<file path="config.mk">
export PLATFORM = sky130hd
export DESIGN_NAME = ysyx_22051145_mem_stage
export DESIGN_NICKNAME = d
export VERILOG_FILES = /design/src/rtl/ysyx_22051145_mem_stage_pkg.sv /design/src/rtl/ysyx_22051145_mem_stage_load_ext.sv /design/src/rtl/ysyx_22051145_mem_stage.sv
export SDC_FILE = /design/constraint.sdc
export NUM_CORES = 1
export LEC_CHECK = 0
export BUFFER_PORTS_ARGS = -buffer_cell sky130_fd_sc_hd__buf_4
export CORE_AREA = 4 4 212 214
export DETAILED_ROUTE_END_ITERATION = 10
export DIE_AREA = 0 0 216 218
export HOLD_SLACK_MARGIN = 0.06
export SLEW_MARGIN = 20
export SYNTH_ARGS = -nofsm -noshare
export SYNTH_HDL_FRONTEND = slang
export SYNTH_HIERARCHICAL = 1
export SYNTH_SLANG_ARGS = --single-unit
</file>
<file path="constraint.sdc">
create_clock -name clk -period 3.9 [get_ports clk]
set_clock_uncertainty 0.1 [all_clocks]
set_input_delay 0.195 -clock clk [delete_from_list [all_inputs] [get_ports clk]]
set_output_delay 0.195 -clock clk [all_outputs]
set_load 0.02 [all_outputs]
</file>
<file path="src/rtl/ysyx_22051145_mem_stage_pkg.sv">
// Shared defines for the memory stage: mem_op codes, FSM state codes
// and small decode helpers used by the stage and its load extender.
package ysyx_22051145_mem_stage_pkg;

    // Memory operation codes carried from execute
    localparam logic [3:0] MEM_NONE = 4'd0;
    localparam logic [3:0] MEM_LB   = 4'd1;
    localparam logic [3:0] MEM_LH   = 4'd2;
    localparam logic [3:0] MEM_LW   = 4'd3;
    localparam logic [3:0] MEM_LD   = 4'd4;
    localparam logic [3:0] MEM_LBU  = 4'd5;
    localparam logic [3:0] MEM_LHU  = 4'd6;
    localparam logic [3:0] MEM_LWU  = 4'd7;
    localparam logic [3:0] MEM_SB   = 4'd8;
    localparam logic [3:0] MEM_SH   = 4'd9;
    localparam logic [3:0] MEM_SW   = 4'd10;
    localparam logic [3:0] MEM_SD   = 4'd11;

    // Stage FSM states
    localparam logic [1:0] ST_IDLE = 2'd0;
    localparam logic [1:0] ST_REQ  = 2'd1;
    localparam logic [1:0] ST_WAIT = 2'd2;
    localparam logic [1:0] ST_OUT  = 2'd3;

    // Codes above SD are not defined and behave like a plain ALU op
    function automatic logic [3:0] decode_op(input logic [3:0] op);
        return (op > MEM_SD) ? MEM_NONE : op;
    endfunction

    function automatic logic is_load(input logic [3:0] op);
        return (op >= MEM_LB) && (op <= MEM_LWU);
    endfunction

    function automatic logic is_store(input logic [3:0] op);
        return (op >= MEM_SB) && (op <= MEM_SD);
    endfunction

    // Natural alignment check on the low address bits for the access size
    function automatic logic is_misaligned(input logic [3:0] op, input logic [2:0] a);
        logic mis;
        case (op)
            MEM_LH, MEM_LHU, MEM_SH: mis = a[0];
            MEM_LW, MEM_LWU, MEM_SW: mis = (a[1:0] != 2'b00);
            MEM_LD, MEM_SD:          mis = (a != 3'b000);
            default:                 mis = 1'b0;
        endcase
        return mis;
    endfunction

    // Byte-enable pattern for a store, placed at its byte offset in the word
    function automatic logic [7:0] store_strb(input logic [3:0] op, input logic [2:0] a);
        logic [7:0] strb;
        case (op)
            MEM_SB:  strb = 8'h01 << a;
            MEM_SH:  strb = 8'h03 << a;
            MEM_SW:  strb = 8'h0F << a;
            MEM_SD:  strb = 8'hFF;
            default: strb = 8'h00;
        endcase
        return strb;
    endfunction

endpackage

</file>
<file path="src/rtl/ysyx_22051145_mem_stage_load_ext.sv">
// Load extender: picks the addressed byte lane(s) out of an aligned
// 64-bit read word and sign- or zero-extends them to 64 bits.
module ysyx_22051145_load_ext
    import ysyx_22051145_mem_stage_pkg::*;
(
    input  logic [3:0]  op_i,
    input  logic [2:0]  addr_i,
    input  logic [63:0] rdata_i,
    output logic [63:0] result_o
);

    logic [63:0] shifted;

    assign shifted = rdata_i >> {addr_i, 3'b000};

    // Extend the lane that now sits at the bottom of the word
    always_comb begin
        result_o = shifted;
        case (op_i)
            MEM_LB:  result_o = {{56{shifted[7]}},  shifted[7:0]};
            MEM_LH:  result_o = {{48{shifted[15]}}, shifted[15:0]};
            MEM_LW:  result_o = {{32{shifted[31]}}, shifted[31:0]};
            MEM_LBU: result_o = {56'd0, shifted[7:0]};
            MEM_LHU: result_o = {48'd0, shifted[15:0]};
            MEM_LWU: result_o = {32'd0, shifted[31:0]};
            default: result_o = shifted;
        endcase
    end

endmodule

</file>
<file path="src/rtl/ysyx_22051145_mem_stage.sv">
// Memory stage: takes one instruction from execute, performs at most one
// data-memory access, and presents the result to writeback. Only XLEN=64
// is meaningful; the byte-lane logic assumes an 8-byte word.
module ysyx_22051145_mem_stage
    import ysyx_22051145_mem_stage_pkg::*;
#(
    parameter int XLEN = 64
) (
    input  logic            clk,
    input  logic            rst_n,
    input  logic            ex_valid,
    output logic            ex_ready,
    input  logic [XLEN-1:0] ex_pc,
    input  logic [XLEN-1:0] ex_alu_res,
    input  logic [XLEN-1:0] ex_rs2,
    input  logic [3:0]      ex_mem_op,
    input  logic [4:0]      ex_rd_idx,
    input  logic            ex_rd_en,
    output logic            dmem_req_valid,
    input  logic            dmem_req_ready,
    output logic [XLEN-1:0] dmem_req_addr,
    output logic [7:0]      dmem_req_wstrb,
    output logic [XLEN-1:0] dmem_req_wdata,
    input  logic            dmem_rsp_valid,
    input  logic [XLEN-1:0] dmem_rsp_rdata,
    output logic            wb_valid,
    input  logic            wb_ready,
    output logic [XLEN-1:0] wb_pc,
    output logic [4:0]      wb_rd_idx,
    output logic            wb_rd_en,
    output logic [XLEN-1:0] wb_rd_data,
    output logic            wb_misalign
);

    logic [1:0]      state_q, state_d;
    logic [XLEN-1:0] pc_q, pc_d;
    logic [XLEN-1:0] addr_q, addr_d;
    logic [7:0]      wstrb_q, wstrb_d;
    logic [XLEN-1:0] wdata_q, wdata_d;
    logic [3:0]      op_q, op_d;
    logic [4:0]      rdIdx_q, rdIdx_d;
    logic            rdEn_q, rdEn_d;
    logic [XLEN-1:0] rdData_q, rdData_d;
    logic            misalign_q, misalign_d;

    logic [3:0]      exOp;
    logic [2:0]      exByteOff;
    logic            exIsStore;
    logic            exIsMem;
    logic            exMisalign;
    logic            accept;
    logic [XLEN-1:0] loadResult;

    assign exOp       = decode_op(ex_mem_op);
    assign exByteOff  = ex_alu_res[2:0];
    assign exIsStore  = is_store(exOp);
    assign exIsMem    = is_load(exOp) || exIsStore;
    assign exMisalign = is_misaligned(exOp, exByteOff);

    // New work is taken when idle, or when the current result leaves this cycle
    assign ex_ready = (state_q == ST_IDLE) || ((state_q == ST_OUT) && wb_ready);
    assign accept   = ex_valid && ex_ready;

    ysyx_22051145_load_ext u_load_ext (
        .op_i     (op_q),
        .addr_i   (addr_q[2:0]),
        .rdata_i  (dmem_rsp_rdata),
        .result_o (loadResult)
    );

    // Next-state logic: FSM progression plus latching of a newly accepted op
    always_comb begin
        state_d    = state_q;
        pc_d       = pc_q;
        addr_d     = addr_q;
        wstrb_d    = wstrb_q;
        wdata_d    = wdata_q;
        op_d       = op_q;
        rdIdx_d    = rdIdx_q;
        rdEn_d     = rdEn_q;
        rdData_d   = rdData_q;
        misalign_d = misalign_q;

        case (state_q)
            ST_IDLE: state_d = ST_IDLE;
            ST_REQ: begin
                if (dmem_req_ready) begin
                    state_d = ST_WAIT;
                end
            end
            ST_WAIT: begin
                if (dmem_rsp_valid) begin
                    state_d = ST_OUT;
                    if (is_load(op_q)) begin
                        rdData_d = loadResult;
                    end
                end
            end
            ST_OUT: begin
                if (wb_ready) begin
                    state_d = ST_IDLE;
                end
            end
            default: state_d = ST_IDLE;
        endcase

        // Accept overrides the OUT->IDLE move so back-to-back ops stream
        if (accept) begin
            pc_d       = ex_pc;
            addr_d     = ex_alu_res;
            op_d       = exOp;
            rdIdx_d    = ex_rd_idx;
            misalign_d = exMisalign;
            rdData_d   = ex_alu_res;
            rdEn_d     = ex_rd_en && (ex_rd_idx != 5'd0) && !exIsStore && !exMisalign;
            wstrb_d    = (exIsStore && !exMisalign) ? store_strb(exOp, exByteOff) : 8'h00;
            wdata_d    = exIsStore ? (ex_rs2 << {exByteOff, 3'b000}) : '0;
            state_d    = (exIsMem && !exMisalign) ? ST_REQ : ST_OUT;
        end
    end

    // State and latched instruction fields; reset clears everything at once
    always_ff @(posedge clk or negedge rst_n) begin
        if (!rst_n) begin
            state_q    <= ST_IDLE;
            pc_q       <= '0;
            addr_q     <= '0;
            wstrb_q    <= '0;
            wdata_q    <= '0;
            op_q       <= MEM_NONE;
            rdIdx_q    <= '0;
            rdEn_q     <= 1'b0;
            rdData_q   <= '0;
            misalign_q <= 1'b0;
        end else begin
            state_q    <= state_d;
            pc_q       <= pc_d;
            addr_q     <= addr_d;
            wstrb_q    <= wstrb_d;
            wdata_q    <= wdata_d;
            op_q       <= op_d;
            rdIdx_q    <= rdIdx_d;
            rdEn_q     <= rdEn_d;
            rdData_q   <= rdData_d;
            misalign_q <= misalign_d;
        end
    end

    assign dmem_req_valid = (state_q == ST_REQ);
    assign dmem_req_addr  = {addr_q[XLEN-1:3], 3'b000};
    assign dmem_req_wstrb = wstrb_q;
    assign dmem_req_wdata = wdata_q;

    assign wb_valid    = (state_q == ST_OUT);
    assign wb_pc       = pc_q;
    assign wb_rd_idx   = rdIdx_q;
    assign wb_rd_en    = rdEn_q;
    assign wb_rd_data  = rdData_q;
    assign wb_misalign = misalign_q;

endmodule
</file>
======== Yosys cells after proc, flatten, opt, wreduce, memory -nomap -nowiden ========
Index checks and enable logic that the tools add are counted.
word-level totals
  bits in registers ....................... 277
  input port bits ......................... 272
  logic and storage cells ................. 85
operators by class
  order comparisons ....................... 7
  eq/ne operators ......................... 21
  shifts and indexed selects .............. 5
  muxes and demuxes ....................... 16
  reduce and logical (&&, ||, !) cells .... 26
operators by type and width
  operator                                                                             number
  64-bit one-hot mux with 6 select lines                                               1
  64-bit 2-to-1 mux                                                                    5
  64-bit by 6-bit left shift with 64-bit output                                        1
  64-bit by 6-bit right shift with 64-bit output                                       1
  8-bit one-hot mux with 4 select lines                                                1
  4-bit by 3-bit == test with 1-bit output, second input constant                      6
  4-bit by 2-bit == test with 1-bit output, second input constant                      4
  4-bit == test, second input constant                                                 4
  1-bit logical AND                                                                    10
  2-bit 2-to-1 mux                                                                     5
  4-bit by 1-bit greater-or-equal comparator with 1-bit output, second input constant  2
  4-bit by 3-bit less-or-equal comparator with 1-bit output, second input constant     2
  8-bit 2-to-1 mux                                                                     1
  2-bit one-hot mux with 4 select lines                                                1
  2-bit nonzero test                                                                   4
  1-bit by 3-bit left shift with 8-bit output, first input constant                    1
  2-bit by 3-bit left shift with 8-bit output, first input constant                    1
  4-bit by 3-bit left shift with 8-bit output, first input constant                    1
  3-bit by 1-bit inequality test with 1-bit output, second input constant              2
  3-bit AND reduction                                                                  2
  3-bit OR reduction                                                                   2
  5-bit nonzero test                                                                   1
  2-bit == test, second input constant                                                 2
  4-bit by 1-bit == test with 1-bit output, second input constant                      1
  12 further kinds                                                                     14

======== Longest topological paths before layout ========
Gate-level depths: netlist (run 1).
  depth in word-level cells ............... 9
  gate-level depth with buffers ........... 9
  depth with buffers taken out ............ 7

======== Modules after synthesis ========
The synthesis (run 1) kept the hierarchy.
modules (own cells, without submodules)
  module                   instances  cells each  area an instance (sq um)
  ysyx_22051145_mem_stage  1          1305        13082.5
  ysyx_22051145_load_ext   1          294         2416.1

======== Least setup slack after synthesis (run 1) ========
OpenSTA, ideal clock, no wires.
  kind .................................... register -> register
  from .................................... register addr_q[1]
  to ...................................... register rdData_q[0] (netlist: wb_rd_data[0])
  library setup time ...................... 0.135 ns
  data arrival time ....................... 1.712 ns
  path slack .............................. 1.953 ns
  stages on the path, launching flop included .. 7
  buffers on the path ..................... 2
  clock period less this slack ............ 1.947 ns
  path through ............................ dfrtp_1 > buf_6 > buf_4 > mux4_2 > mux2_2 > mux2i_1 > o21ai_0
between the ends
  longest elaborated chain between the ends .. 6
RTL lines
  element                                         line                                    source
  start: declaration                              ysyx_22051145_mem_stage.sv:37           logic [XLEN-1:0] addr_q, addr_d;
  start signal: assignment                        ysyx_22051145_mem_stage.sv:138          addr_q <= addr_d;
  64-bit by 6-bit right shift with 64-bit output  ysyx_22051145_mem_stage_load_ext.sv:14  assign shifted = rdata_i >> {addr_i, 3'b000};
  64-bit one-hot mux with 6 select lines          ysyx_22051145_mem_stage_load_ext.sv:19  case (op_i)
  named net loadResult[0]                         ysyx_22051145_mem_stage.sv:52           logic [XLEN-1:0] loadResult;
  64-bit 2-to-1 mux                               ysyx_22051145_mem_stage.sv:94           if (is_load(op_q)) begin
  64-bit 2-to-1 mux                               ysyx_22051145_mem_stage.sv:92           if (dmem_rsp_valid) begin
  64-bit 2-to-1 mux                               ysyx_22051145_mem_stage.sv:84           case (state_q)
  64-bit 2-to-1 mux                               ysyx_22051145_mem_stage.sv:108          if (accept) begin
  end signal: assignment                          ysyx_22051145_mem_stage.sv:144          rdData_q <= rdData_d;
  end: declaration                                ysyx_22051145_mem_stage.sv:43           logic [XLEN-1:0] rdData_q, rdData_d;
The timed path passes the listed nets, and every way through them passes these cells. The select of a mux whose other input is x is not followed.
A chain may end at the register's enable or synchronous reset.

======== Final worst setup path (run 1) ========
  from .................................... register addr_q[0]
  to ...................................... register rdData_q[14] (netlist: wb_rd_data[14])
Same word-level chain as after synthesis.

==> results of run 1 <==
[cells by family (layout without fill, tap and decap cells)]
family          count (synthesis)  in the layout  synth area share
other cells                     1              7          0.000242
mux                           231            231             0.185
flops                         277            277             0.447
simple gates                  657            657             0.183
buf+inv                       190            810            0.0784
xor+xnor                        1              1          0.000565
fa+ha+maj                       9              9           0.00727
compound gates                233            233            0.0983
[synth_stat cells (4+ instances only)]
master,n
buf_2,49
a21o_1,4
buf_6,9
clkbuf_1,27
nand4_1,33
mux2i_1,173
a21oi_1,5
nand3_1,21
and3_1,6
o21ai_1,59
nor3_1,5
ha_1,9
dfrtp_1,277
o211ai_1,5
mux4_2,43
buf_4,83
nor2b_1,25
mux2_2,11
inv_1,8
buf_1,8
a32oi_1,9
o21ai_0,73
o22ai_1,6
nand2_1,495
nand2b_1,32
a22o_1,33
o2bb2ai_1,10
o31ai_1,7
mux2_1,4
nor2_1,20
[final cells by class]
class | count | area [um^2] | area share
clock buffer | 49 | 1030 | 0.0461
sequential | 277 | 6940 | 0.311
clock inverter | 8 | 73.8 | 0.00331
antenna | 4 | 10.0 | 0.000449
timing repair buffer | 744 | 6120 | 0.274
multi-input combinational | 1134 | 7380 | 0.331
tap | 585 | 732 | 0.0328
inverter | 9 | 33.8 | 0.00151
[worst max-delay path: cells and delay by family, from the launching register on]
family          cells  cell delay, ns
simple gates        2            0.98
compound gates      3            0.49
buf+inv             1            0.50
flops               1            0.81
mux                 1            0.09
[sequential cells by signal, indices dropped and copies added (netlist names)]
name            flops
addr_q             64
dmem_req_wdata     64
wb_pc              64
wb_rd_data         64
dmem_req_wstrb      8
wb_rd_idx           5
op_q                4
state_q             2
wb_misalign         1
wb_rd_en            1
[path summary, 6_finish.rpt]
check,startpoint,end,depth (start not counted)
min reg2reg,addr_q[60],addr_q[60],2
min,dmem_rsp_rdata[58],wb_rd_data[58],5
max in group asynchronous,rst_n,dmem_req_wdata[54],3
max,addr_q[0],wb_rd_data[14],7
max reg2reg,addr_q[0],wb_rd_data[14],7
min in group asynchronous,rst_n,addr_q[26],2
[metal layers]
metal	up-vias	wire length, um
li1	6656	-
met1	6990	23600
met2	644	30000
met3	121	5030
met4	4	2510
met5	-	27
[stage by stage]
stage	hold slack [ns]	total power, W	std cells
6_report	0.0783	0.0167	2810
5_1_grt	0.0910	0.0177	2810
4_1_cts	0.0614	0.0168	2806
3_5_place_dp	0.138	0.0134	2574
3_3_place_gp	0.135	0.0133	2574
2_1_floorplan	-0.201	0.0103	1601
[where the power goes]
part	total, W	internal [W]	leakage (nW)	switching [W]
Combinational	0.00860	0.00355	6.95	0.00505
Sequential	0.00495	0.00407	3.54	0.000879
Clock	0.00315	0.00189	0.543	0.00126
Total	0.0167	0.00951	11.0	0.00719
==> impl_metrics.toml, run 1 <==
[timing]
min_period_over_period = 0.784
setup_viol = 0
layout_setup_ws_ns = 0.842
period_needed_ns = 3.06
max_freq_mhz = 327
drv_slew = 0
slew_headroom = 0.257
fin_tns_setup_ns = 0
tightest_slew_ns = 1.11
grt_setup_unrepaired = "no"
hold_viol = 0

[detailed_routing]
dr.pass1.iters = 5
vias = 14400
drc = 0
detail-route-antenna-nets = 0
via_per_inst = 5.13
wl_per_cell_um = 21.8
drt-initial-drc-count = 843
wirelength_um = 61200

[placement]
place_area_um2 = 19400
port_buffers = 542
post-dp-hpwl_um = 44600
globalplace.congestion = 0.903
place_ws_ns = 0.806

[critical_path]
critPathMaxStageDelay_ns = 0.81
critPathMaxFanout = 32
end_kind = "register"
path_class = "register to register"
cpMostUsedCell = "o21ai_0"
startpoint_type = "register"
cp.required_ns = 4.25
slowest_stage = "dfrtp_2"
crit_chain = "nor2_1 > a22oi_2 > nand4_1 > buf_4 > o21ai_0 > mux2i_1 > o21ai_0"
regToRegSetupSlack_ns = 0.84
worst-endpoint-arrival_ns = 3.41

[cells_and_area]
layout_common_cells = "buf_4 (561), nand2_1 (494), dfrtp_1 (274)"
postLayoutCoreUtil = 0.520
syn_to_final_growth_pct = 44.0
nFillCells = 3853
nNetsFinal = 2481
fin_area_um2 = 22300
layout-drive-gt1-share = 0.315
layout_commonest_cell = "buf_4"

[synth]
yosysSeqAreaShare = 0.447
syn_area_per_cell_um2 = 9.69
syn_inst = 1599
synth_edf_count = 0
synthArstFlopShare = 1.00
netlist_area_um2 = 15500
synth-seq-cells = 277
synthTopCellsByArea = "dfrtp_1 (45%), nand2_1 (12%), mux2i_1 (11%)"
synth_top_area_frac = 0.447
synth_flop_cell = "dfrtp_1"
synth_top_area_cell = "dfrtp_1"
yosysWarnings = 6
ys_types = 68

[floorplan]
die_x_um = 216
floorplan.initialDensity = 0.361
die-area_um2 = 47100
std_cell_rows = 76
io_pins = 546
die_height_um = 218
core_um2 = 42900

[power]
power_per_cell_area_nw_per_um2 = 749
vdd_ir_drop_max_v = 0.000440
p_leak_nw = 11.0

[clock_tree]
cts_root_buffer = "clkbuf_16"
cts_made_buffers = 34
path_clk_slew_ns = 0.06
clk_path_buf_depth = 3
cts_setup_buffers = 0
cts_tree = "done"
ctsResizeCount = 0
htreeDepth = 2
cts-hold-fix-buffers = 175
clock_latency_ns = 0.54
cts_sinks = 277

[grt]
grt.met2_usage = 0.425
gr-usage-met3 = 0.0706
grt_pass1_wl_um = 92100
grt_max_degree = 107
overflow = 0
top_usage_layer = "met2"
grtUsageMet1 = 0.303
grt_antenna_before_repair = 6
grt_pass1_vias = 14900
track_usage = 0.252

[run]
cap_violations = 0

[worst_hold_path]
hold_class = "input port to register"

[outcome]
status = "completed"
No activity file was read; power rests on OpenSTA's default activity.
==> run 2, diff against run 1 <==
- CORE_AREA: 4 4 212 214 -> 4 4 208 210
- DIE_AREA: 0 0 216 218 -> 0 0 212 214
- clock period: 3.9 -> 3 ns (I/O delays scaled with it)
==> run 2 against run 1 <==
Sequential power up 29%. Utilization rose by 2.7 points. Global-route usage up 0.88 points. Cell count down 0.18%. Count of clock-buffer cells in the layout is 3 higher. Via count grew 1.2%. Setup slack worse by 0.41 ns. Sequential share of layout area decreased by 0.60 points. Total power grew 33%. Sequential cell count unchanged. Non-clock buffer count rose by 38. Clock power rose by 40%. Highest routed layer unchanged.
==> impl_metrics.toml, run 2 (same netlist as run 1, synthesis figures left out) <==
[floorplan]
core_um2 = 41600
die_x_um = 212
floorplan.initialDensity = 0.373
io_pins = 546
die-area_um2 = 45400
std_cell_rows = 75
die_height_um = 214

[critical_path]
cpMostUsedCell = "dlygate4sd3_1"
critPathMaxStageDelay_ns = 0.81
critPathMaxFanout = 75
end_kind = "register"
path_class = "input port to register"
startpoint_type = "input port"
cp_num_buf_inv = 3
slowest_stage = "buf_4"
cp_top_family = "buffers and inverters"
crit_chain = "buf_4 > mux2i_1 > dlygate4sd3_1 > nand2b_1 > a32oi_1 > dlygate4sd3_1 > o21ai_1"
cp.required_ns = 3.31
worst-endpoint-arrival_ns = 2.88

[cells_and_area]
postLayoutCoreUtil = 0.547
layout_common_cells = "buf_4 (561), nand2_1 (494), dfrtp_1 (274)"
nNetsFinal = 2519
layout-drive-gt1-share = 0.309
layout_commonest_cell = "buf_4"
syn_to_final_growth_pct = 46.8
fin_cells = 2805

[clock_tree]
path_clk_slew_ns = 0.06
htreeDepth = 2
cts_root_buffer = "clkbuf_16"
ctsResizeCount = 0
clock_latency_ns = 0.53
cts_setup_buffers = 0
cts_made_buffers = 34
cts-hold-fix-buffers = 210
cts_tree = "done"
cts_sinks = 277
clk_path_buf_depth = 3

[timing]
setup_viol = 0
max_freq_mhz = 389
drv_slew = 0
grt_setup_unrepaired = "no"
tightest_slew_ns = 1.09
slew_headroom = 0.274
hold_viol = 0
fin_tns_setup_ns = 0
holdWs_ns = 0.0743
period_needed_ns = 2.57
min_period_over_period = 0.857

[outcome]
status = "completed"

[run]
cap_violations = 0

[grt]
grt_pass1_wl_um = 93100
overflow = 0
track_usage = 0.261
grt_max_degree = 142
grt_pass1_vias = 15200
grt_antenna_before_repair = 6

[worst_hold_path]
hold_class = "input port to register"

[power]
power_per_cell_area_nw_per_um2 = 976
p_leak_nw = 11.2
vdd_ir_drop_max_v = 0.000543

[placement]
globalplace.congestion = 0.916
port_buffers = 542
placed_cells = 2531
post-dp-hpwl_um = 44200

[detailed_routing]
wl_per_cell_um = 21.8
dr.pass1.iters = 5
via_per_inst = 5.20
drc = 0
wirelength_um = 61100
detail-route-antenna-nets = 0
drt-initial-drc-count = 1039
vias = 14600
-- run 2: layout make-up --
| class | instances | area (um^2) |
|---|---|---|
| diodes | 4 | 10.0 |
| clock buffers | 52 | 1020 |
| clock inverters | 8 | 168 |
| fillers | 3739 | 18800 |
| inverters | 9 | 33.8 |
| multi-input cells | 1134 | 7380 |
| flip-flops and latches | 277 | 6940 |
| well taps | 539 | 674 |
| repair buffers | 782 | 6530 |
-- run 2: path summary, 6_finish.rpt --
check	start	to	slack, ns	depth (start not counted)
setup / recovery	ex_alu_res[0]	dmem_req_wdata[32]	0.43	7
hold / removal	ex_rs2[19]	dmem_req_wdata[27]	0.07	4
setup reg to reg	addr_q[2]	wb_rd_data[18]	0.51	7
hold reg to reg	wb_pc[2]	wb_pc[2]	0.37	2
max in group asynchronous	rst_n	wb_misalign	1.80	3
min in group asynchronous	rst_n	addr_q[18]	0.09	2
-- run 2: worst min-delay path: stages --
cell and delay (ns):
buf_4 0.09, mux2i_1 0.10, mux2i_1 0.18, a22o_1 0.15
-- run 2: per-layer routing --
metal  wire length (um)  GRT usage
met5                 26          0
met4               1840     0.0834
met3               4470     0.0598
met2              30700      0.447
met1              24100      0.325
-- run 2: per-stage QoR --
stage | power (W) | instance area, um^2 | setup WS, ns
2_1_floorplan | 0.0134 | 15500 | 1.05
3_3_place_gp | 0.0175 | 19500 | 0.496
3_5_place_dp | 0.0176 | 19500 | 0.512
4_1_cts | 0.0224 | 22700 | 0.508
5_1_grt | 0.0235 | 22800 | 0.335
6_report | 0.0222 | 22800 | 0.430
-- run 2: where the power goes --
part / internal, W / leakage [nW] / switching [W] / total, W
Sequential: 0.00530 / 3.54 / 0.00108 / 0.00637
Clock: 0.00278 / 0.576 / 0.00162 / 0.00440
Combinational: 0.00471 / 7.13 / 0.00673 / 0.0114
Total: 0.0128 / 11.2 / 0.00943 / 0.0222
